<file path="config.mk">
export PLATFORM = sky130hd
export DESIGN_NAME = mc_ctrl
export DESIGN_NICKNAME = d
export VERILOG_FILES = /design/src/rtl/riscy_pkg.sv /design/src/rtl/alu_dec.sv /design/src/rtl/mc_ctrl.sv
export SDC_FILE = /design/constraint.sdc
export NUM_CORES = 1
export LEC_CHECK = 0
export ABC_AREA = 1
export BUFFER_PORTS_ARGS = -buffer_cell sky130_fd_sc_hd__buf_2
export CORE_ASPECT_RATIO = 0.9
export CORE_UTILIZATION = 41
export CTS_CLUSTER_SIZE = 24
export DETAILED_ROUTE_END_ITERATION = 10
export GPL_ROUTABILITY_DRIVEN = 0
export GPL_TIMING_DRIVEN = 0
export PLACE_DENSITY = 0.68
export REMOVE_ABC_BUFFERS = 1
export SYNTH_ARGS = -nofsm -noshare
export SYNTH_HDL_FRONTEND = slang
export SYNTH_SLANG_ARGS = --single-unit
export TNS_END_PERCENT = 10
</file>
<file path="constraint.sdc">
create_clock -name clk -period 2 [get_ports clk]
set_input_delay 0.3 -clock clk [delete_from_list [all_inputs] [get_ports clk]]
set_output_delay 0.3 -clock clk [all_outputs]
set_load 0.02 [all_outputs]
</file>
<file path="src/rtl/riscy_pkg.sv">
// Shared encodings for the multicycle RISC-V controller: FSM states, ALU op
// classes, mux select encodings and the supported opcodes.
package riscy_pkg;

  typedef enum logic [3:0] {
    S_FETCH, S_DECODE, S_MEMADR, S_MEMREAD, S_MEMWB, S_MEMWRITE,
    S_EXECR, S_EXECI, S_ALUWB, S_BRANCH, S_JAL
  } state_t;

  typedef enum logic [1:0] {
    ALUOP_ADD   = 2'b00,
    ALUOP_SUB   = 2'b01,
    ALUOP_FUNCT = 2'b10
  } alu_op_t;

  // ALU operation codes; the upper bit only exists when ALUControl is 4 wide
  localparam logic [3:0] ALU_ADD = 4'b0000;
  localparam logic [3:0] ALU_SUB = 4'b0001;
  localparam logic [3:0] ALU_AND = 4'b0010;
  localparam logic [3:0] ALU_OR  = 4'b0011;
  localparam logic [3:0] ALU_SLT = 4'b0101;
  localparam logic [3:0] ALU_SLL = 4'b1000;
  localparam logic [3:0] ALU_SRL = 4'b1001;
  localparam logic [3:0] ALU_SRA = 4'b1010;

  localparam logic [1:0] RES_ALUOUT = 2'b00;
  localparam logic [1:0] RES_DATA   = 2'b01;
  localparam logic [1:0] RES_ALU    = 2'b10;

  localparam logic [1:0] IMM_I = 2'b00;
  localparam logic [1:0] IMM_S = 2'b01;
  localparam logic [1:0] IMM_B = 2'b10;
  localparam logic [1:0] IMM_J = 2'b11;

  localparam logic [6:0] OP_LW  = 7'b0000011;
  localparam logic [6:0] OP_SW  = 7'b0100011;
  localparam logic [6:0] OP_R   = 7'b0110011;
  localparam logic [6:0] OP_I   = 7'b0010011;
  localparam logic [6:0] OP_BR  = 7'b1100011;
  localparam logic [6:0] OP_JAL = 7'b1101111;

  function automatic logic [1:0] imm_src_of(input logic [6:0] op);
    case (op)
      OP_SW:   return IMM_S;
      OP_BR:   return IMM_B;
      OP_JAL:  return IMM_J;
      default: return IMM_I;
    endcase
  endfunction

endpackage

</file>
<file path="src/rtl/alu_dec.sv">
// ALU operation decode from the FSM's op class and the instruction funct bits.
// Shifts are only decoded when the ALU control bus is 4 bits wide.
module alu_dec
  import riscy_pkg::*;
#(
  parameter int ACW = 3
) (
  input  alu_op_t        ALUOp,
  input  logic [2:0]     funct3,
  input  logic           funct7,
  input  logic           op5,
  output logic [ACW-1:0] ALUControl
);

  always_comb begin
    ALUControl = ACW'(ALU_ADD);
    case (ALUOp)
      ALUOP_SUB: ALUControl = ACW'(ALU_SUB);
      ALUOP_FUNCT: begin
        case (funct3)
          3'b000: if (op5 && funct7) ALUControl = ACW'(ALU_SUB);
          3'b010: ALUControl = ACW'(ALU_SLT);
          3'b110: ALUControl = ACW'(ALU_OR);
          3'b111: ALUControl = ACW'(ALU_AND);
          3'b001: if (ACW == 4) ALUControl = ACW'(ALU_SLL);
          3'b101: if (ACW == 4) ALUControl = funct7 ? ACW'(ALU_SRA) : ACW'(ALU_SRL);
          default: ALUControl = ACW'(ALU_ADD);
        endcase
      end
      default: ALUControl = ACW'(ALU_ADD);
    endcase
  end

endmodule

</file>
<file path="src/rtl/mc_ctrl.sv">
// Multicycle RISC-V control unit: Moore FSM driving datapath selects and
// write enables, plus a retired-instruction counter.
//
// state     | meaning
// FETCH     | read instruction at PC, PC += 4
// DECODE    | register read, OldPC + imm for branch/jal target
// MEMADR    | rs1 + imm effective address
// MEMREAD   | load access, waits for memory
// MEMWB     | write loaded data to rd
// MEMWRITE  | store access, held until memory accepts
// EXECR     | R-type ALU op
// EXECI     | I-type ALU op
// ALUWB     | write ALU result to rd
// BRANCH    | compare rs1/rs2, conditionally load target into PC
// JAL       | rd = OldPC + 4, PC = target
module mc_ctrl
  import riscy_pkg::*;
#(
  parameter int ACW      = 3,
  parameter int WAIT_MEM = 1,
  parameter int CNT_W    = 32
) (
  input  logic             clk,
  input  logic             rst_n,
  input  logic [6:0]       op,
  input  logic [2:0]       funct3,
  input  logic             funct7,
  input  logic             Zero,
  input  logic             mem_ready,
  output logic             PCWrite,
  output logic             IRWrite,
  output logic             RegWrite,
  output logic             MemWrite,
  output logic             AdrSrc,
  output logic [1:0]       ALUSrcA,
  output logic [1:0]       ALUSrcB,
  output logic [1:0]       ResultSrc,
  output logic [1:0]       ImmSrc,
  output logic [ACW-1:0]   ALUControl,
  output logic             illegal,
  output logic [CNT_W-1:0] instret
);

  state_t           state_q, state_d;
  logic [CNT_W-1:0] instret_q, instret_d;
  logic             mem_rdy, op_known, retire;
  logic             pc_write, ir_write, reg_write, mem_write, illegal_raw;
  alu_op_t          alu_op;

  assign mem_rdy  = (WAIT_MEM != 0) ? mem_ready : 1'b1;
  assign op_known = (op == OP_LW) || (op == OP_SW) || (op == OP_R) ||
                    (op == OP_I)  || (op == OP_BR) || (op == OP_JAL);

  always_ff @(posedge clk or negedge rst_n) begin
    if (!rst_n) begin
      state_q   <= S_FETCH;
      instret_q <= '0;
    end else begin
      state_q   <= state_d;
      instret_q <= instret_d;
    end
  end

  always_comb begin
    state_d = state_q;
    case (state_q)
      S_FETCH:  if (mem_rdy) state_d = S_DECODE;
      S_DECODE: begin
        case (op)
          OP_LW, OP_SW: state_d = S_MEMADR;
          OP_R:         state_d = S_EXECR;
          OP_I:         state_d = S_EXECI;
          OP_BR:        state_d = S_BRANCH;
          OP_JAL:       state_d = S_JAL;
          default:      state_d = S_FETCH;
        endcase
      end
      S_MEMADR:   state_d = (op == OP_SW) ? S_MEMWRITE : S_MEMREAD;
      S_MEMREAD:  if (mem_rdy) state_d = S_MEMWB;
      S_MEMWRITE: if (mem_rdy) state_d = S_FETCH;
      S_EXECR, S_EXECI: state_d = S_ALUWB;
      default:    state_d = S_FETCH;
    endcase
  end

  // Retirement is counted on the cycle an instruction's last state hands back to FETCH
  assign retire = (state_q == S_MEMWB) || (state_q == S_ALUWB) ||
                  (state_q == S_BRANCH) || (state_q == S_JAL) ||
                  ((state_q == S_MEMWRITE) && mem_rdy);
  assign instret_d = instret_q + CNT_W'(retire);
  assign instret   = instret_q;

  always_comb begin
    pc_write    = 1'b0;
    ir_write    = 1'b0;
    reg_write   = 1'b0;
    mem_write   = 1'b0;
    illegal_raw = 1'b0;
    AdrSrc      = 1'b0;
    ALUSrcA     = 2'b00;
    ALUSrcB     = 2'b00;
    ResultSrc   = RES_ALUOUT;
    alu_op      = ALUOP_ADD;
    case (state_q)
      S_FETCH: begin
        ALUSrcB   = 2'b10;
        ResultSrc = RES_ALU;
        ir_write  = mem_rdy;
        pc_write  = mem_rdy;
      end
      S_DECODE: begin
        ALUSrcA     = 2'b01;
        ALUSrcB     = 2'b01;
        illegal_raw = !op_known;
      end
      S_MEMADR: begin
        ALUSrcA = 2'b10;
        ALUSrcB = 2'b01;
      end
      S_MEMREAD: AdrSrc = 1'b1;
      S_MEMWB: begin
        ResultSrc = RES_DATA;
        reg_write = 1'b1;
      end
      S_MEMWRITE: begin
        AdrSrc    = 1'b1;
        mem_write = 1'b1;
      end
      S_EXECR: begin
        ALUSrcA = 2'b10;
        alu_op  = ALUOP_FUNCT;
      end
      S_EXECI: begin
        ALUSrcA = 2'b10;
        ALUSrcB = 2'b01;
        alu_op  = ALUOP_FUNCT;
      end
      S_ALUWB: reg_write = 1'b1;
      S_BRANCH: begin
        ALUSrcA  = 2'b10;
        alu_op   = ALUOP_SUB;
        pc_write = (funct3 == 3'b000) ? Zero : (funct3 == 3'b001) ? !Zero : 1'b0;
      end
      S_JAL: begin
        ALUSrcA   = 2'b01;
        ALUSrcB   = 2'b10;
        pc_write  = 1'b1;
        reg_write = 1'b1;
      end
      default: ;
    endcase
  end

  // Write enables and the illegal pulse are gated so nothing escapes while reset is held
  assign PCWrite  = pc_write  & rst_n;
  assign IRWrite  = ir_write  & rst_n;
  assign RegWrite = reg_write & rst_n;
  assign MemWrite = mem_write & rst_n;
  assign illegal  = illegal_raw & rst_n;
  assign ImmSrc   = imm_src_of(op);

  alu_dec #(.ACW(ACW)) u_alu_dec (
    .ALUOp      (alu_op),
    .funct3     (funct3),
    .funct7     (funct7),
    .op5        (op[5]),
    .ALUControl (ALUControl)
  );

endmodule

</file>
Word level (Yosys, flattened, before mapping)

Cells that the tools add are included.

Bitwise operators: 5
Add/subtract/negate cells: 1
Reductions and logical operators: 24
Eq/ne operators: 25
Mux-type cells: 22

Operators with widths:

| kind               | count |
|---|---|
| $add 32x1->32      | 1 |
| $pmux 4 s6         | 1 |
| $pmux 4 s5         | 1 |
| $eq 4x3->1 const B | 4 |
| $pmux 2 s2         | 4 |
| $eq 7x6->1 const B | 2 |
| $eq 7x7->1 const B | 2 |
| $eq 4x4->1 const B | 3 |
| $mux 4             | 3 |
| $pmux 3 s4         | 1 |
| $reduce_or 2->1    | 5 |
| $logic_or 1x1->1   | 9 |
| $eq 4x2->1 const B | 2 |
| $mux 1             | 8 |
| $eq 7x2->1 const B | 1 |
| $eq 7x5->1 const B | 1 |
| $eq 3x3->1 const B | 2 |
| $ne 2x2->1 const B | 3 |
| $pmux 2 s3         | 1 |
| $pmux 3 s2         | 1 |
| $reduce_or 3->1    | 2 |
| $and 1x1->1        | 5 |
| $eq 4x1->1 const B | 1 |
| $logic_not 4->1    | 1 |
| other kinds (11)   | 13 |

Output and inout port bits: 49
Input bits: 15
Flip-flop bits (word level): 36

Longest topological paths before layout

Depth after elaboration: 9
Depth in mapped cells: 15
Mapped depth without buffers: 15

Cells and area by module

A second synthesis with hierarchy kept.

Cells, all modules: 346
Area total of the unflattened synthesis: 2293.4 um^2

Modules (own cells, without submodules):

| module  | cells an instance | instances | area each (um^2) |
|---|---|---|---|
| mc_ctrl | 329               | 1         | 2202.1 |
| alu_dec | 17                | 1         | 91.3 |

Worst setup path after synthesis

Ideal clock, no wire load.

Kind: reg-to-reg
Start: reg state_q[3]
End: reg instret_q[30] (netlist: instret[30])
Setup slack: -0.358 ns
Stages on the path, launching flop included: 15
Library setup time: 0.117 ns
Arrival: 2.241 ns
Path through: dfrtp_1 -> nor2_1 -> inv_1 -> nor2_1 -> a31oi_1 -> o211ai_1 -> ha_1 -> ha_1 -> nand2_2 -> nor2_8 -> inv_2 -> nor2_4 -> nand2_1 -> nand2_1 -> nand2_1

Word-level cells in the longest chain between the ends: 6

Ends and longest elaborated chain:

| element                                         | RTL line      | text |
|---|---|---|
| start: declaration                              | mc_ctrl.sv:44 | `state_t state_q, state_d;` |
| start signal: assignment                        | mc_ctrl.sv:59 | `state_q <= state_d;` |
| $eq 4x3->1 / $eq 4x4->1 (equally long branches) | mc_ctrl.sv:87 | `assign retire = (state_q == S_MEMWB) \|\| (state_q == S_ALUWB) \|\|` |
| $logic_or 1x1->1 (2 in series)                  | mc_ctrl.sv:87 |  |
| $logic_or 1x1->1                                | mc_ctrl.sv:88 | `(state_q == S_BRANCH) \|\| (state_q == S_JAL) \|\|` |
| $logic_or 1x1->1 (*)                            | mc_ctrl.sv:88 |  |
| $add 32x1->32 (*)                               | mc_ctrl.sv:90 | `assign instret_d = instret_q + CNT_W'(retire);` |
| via instret_d[30]                               | mc_ctrl.sv:45 | `logic [CNT_W-1:0] instret_q, instret_d;` |
| end signal: assignment                          | mc_ctrl.sv:60 | `instret_q <= instret_d;` |
| end: declaration                                | mc_ctrl.sv:45 |  |

The timed path passes the listed nets; every way through them passes the cells marked *.
A chain may end at the register's enable or synchronous reset.

Worst setup path after layout

Start: reg state_q[1]
End: reg instret_q[27] (netlist: instret[27])

The elaborated chain is that of the path after synthesis.

==> metrics.md <==
| Metric | Value |
|---|---|
| Status | finished, violations left |
| Failing checks | negative setup slack |
| Main synth FF type | dfrtp_1 |
| Yosys top cell by area | dfrtp_1 |
| Clock Sinks | 36 |
| Routed wire length per instance | 12.8 um |
| Syn Inst Count | 319 |
| Setup crit end kind | flop |
| Clock Pin Slew Worst Setup and Hold Paths | 0.08 ns |
| Max-Cap Viols | 0 |
| Area delta synth->final | 36.9% |
| Synthesized cell area | 0.00232 mm2 |
| PwrDens | 762 mW/mm2 |
| Yosys reg bits | 36 |
| Top cells by count, synth | nand2_1, inv_1, nor2_1 |
| Die ar. | 0.00597 mm2 |
| Critical path class | flop to flop |
| Cell with the most instances after synthesis | nand2_1 |
| Async S/R FF share, synth | 1.00 |
| Avg Vias per Cell | 4.96 |
| Yosys warnings | 0 |
| Max-slew violation count | 0 |
| Crit path cell chain | inv_2 -> nand2_4 -> inv_4 -> nand2_4 -> o211ai_1 -> ha_2 -> buf_6 -> nand3_4 -> buf_4 -> buf_4 -> nor2_4 -> nand2_1 -> nand2_1 -> nand2_1 |
| Overflow after GRT | 0 |
| Largest net degree at the start of global routing | 39 |
| R2r worst-path depth | 14 |
| Final Hold Viols | 0 |
| Yosys top cell area share | 0.388 |
| Gr usage total | 0.219 |
| Crit-path max cell delay | 0.41 ns |
| Worst slew pin tran | 0.818 ns |
| Relative slew slack | 0.455 |
| Leakage | 1.66 nW |
| CTS root buf | clkbuf_8 |
| Final net count | 438 |
| CTS tree | done |
| Period utilization | 1.05 |
| Crit path to | instret[27] |
| Total vias in the final route | 2,414 |
| IO buf count | 63 |
| Clk_lat worst skew | 0.29 ns |
| Die H | 73.4 um |
| Slowest-stage cell, CP | dfrtp_1 |
| Fraction of final layout cells sized beyond drive strength 1 | 0.357 |
| Final Skew | 0.0119 ns |
| Row cnt | 25 |
| Required @ worst endpoint | 2.19 ns |
| Peak supply drop | 0.518 mV |
| Initial DRT Pass Iterations | 4 |
| Critical path launch point | state_q[1] |
| Max Root-Sink Buffers | 2 |
| Ant. Diodes | 0 |
| Crit-path leading delay family | buffers and inverters |
| CTS buffer count | 5 |
| Ranking of synthesized cells by area | dfrtp_1, nand2_1, inv_1, nor2_1, xor2_1 |
| CP dominant cell by count | nand2_1 |
| First-pass GRT wire length | 9880 um |
| Vias in the first global route | 2,185 |
| Post-synth EDFFs | 0 |
| RSZ-0062 raised after global routing | yes |
| Die width | 81.4 um |
| Distinct cells, synth | 27 |
| Antenna violations before repair | 0 |
| HPWL Detailed | 4430 um |
| Layout fillers | 484 |
| Post-synthesis area per instance | 7.28 um2 |
| Reg2Reg Capture Point | instret[27] |
| Min-delay worst type | input pin to async pin |
| ANT nets after route | 0 |
| Drt total wl | 6230 um |
| WP buf/inv | 5 |
| Setup violations, final | 17 |
| CP max FO | 4 |
| Max Fclk | 0.477 GHz |
| Final Util | 0.595 |
| Core area | 0.00535 mm2 |
| Minimum clock period | 2.10 ns |
| DRT iter0 DRCs | 119 |
| Critical path data arrival time | 2.29 ns |
| R2R Path Start | state_q[1] |
| Cts hold-fix bufs | 0 |
| CP Launch Type | flop |
| Register area | 903 um2 |
| Multi-input logic area | 0.00137 mm2 |
| H-Tree Depth | 2 |
| I/O pin count | 64 |
| Seq/Total Area, Yosys | 0.388 |
| R2R setup slack | -0.1 ns |
| Final WS setup | -0.0980 ns |
| Fin Setup TNS | -0.749 ns |
| Initial core utilization | 0.434 |
| Crit path depth | 14 |
| Remaining DRCs | 0 |
[final cells by class]
class,count,share of cell area
clock buffer,7,0.0271
inverter,46,0.0559
clock inverter,1,0.00236
tap,67,0.0264
multi-input combinational,237,0.431
timing repair buffer,93,0.173
sequential,36,0.284
[logic make-up after synthesis]
kind of cell / count (synthesis) / synth area share
compound gates: 10 / 0.0269
xor+xnor: 18 / 0.0679
fa+ha+maj: 4 / 0.0215
buf+inv: 46 / 0.0743
flops: 36 / 0.388
simple gates: 205 / 0.422
[through the flow]
stage / hold slack [ns] / setup WS (ns) / power (mW) / instance area (um2) / std cells
2_1_floorplan: 0.00441 / -0.358 / 1.33 / 2320 / 319
3_3_place_gp: 0.447 / -0.363 / 1.54 / 2720 / 449
3_5_place_dp: 0.456 / -0.418 / 1.56 / 2720 / 449
4_1_cts: 0.134 / -0.0876 / 2.24 / 3010 / 475
5_1_grt: 0.175 / -0.261 / 2.55 / 3180 / 487
6_report: 0.0953 / -0.0980 / 2.42 / 3180 / 487
[state kept, by name (all words and copies together), names as in the netlist]
name and flops:
instret 32, state_q 4
[how the worst min path moves through the flow]
stage	startpoint	end	slack (ns)	cells after the start
5_1_grt	rst_n	instret[12]	0.18	1
4_1_cts	rst_n	instret[12]	0.13	1
3_3_place_gp	rst_n	instret[6]	0.45	1
3_5_place_dp	rst_n	instret[6]	0.46	1
2_1_floorplan	rst_n	instret[0]	0.004	0
6_report	rst_n	instret[12]	0.1	1
[layout by cell type (no fill, tap or decap), drive strengths merged]
master	count
nand2	102
buf	93
nor2	51
inv	46
dfrtp	36
nand3	21
xor2	15
nand4	11
nor3	10
nand3b	7
clkbuf	7
ha	4
xnor2	3
a31oi	3
o211ai	2
a21oi	2
nor4	2
o21ai	2
nor3b	1
o311ai	1
clkinvlp	1
[layer usage]
layer | track usage | routed length, um
met2 | 0.354 | 2990
met4 | 0.0754 | 104
met1 | 0.288 | 2860
met3 | 0.0447 | 273
met5 | 0 | 0
[power by group]
group          total [mW]  leakage [nW]  switching (mW)  internal, mW
Sequential          0.900         0.472           0.107         0.792
Combinational       0.970          1.14           0.595         0.375
Clock               0.553        0.0445           0.273         0.280
[timing repair]
action / in CTS / in global routing
pin swaps: 12 / 15
endpoints found under the setup margin: 25 / 37
buffers inserted: 18 / 12
cloned: 0 / 0
gates resized for setup: 23 / 20
Note: power is estimated with default switching activity, not from simulation.
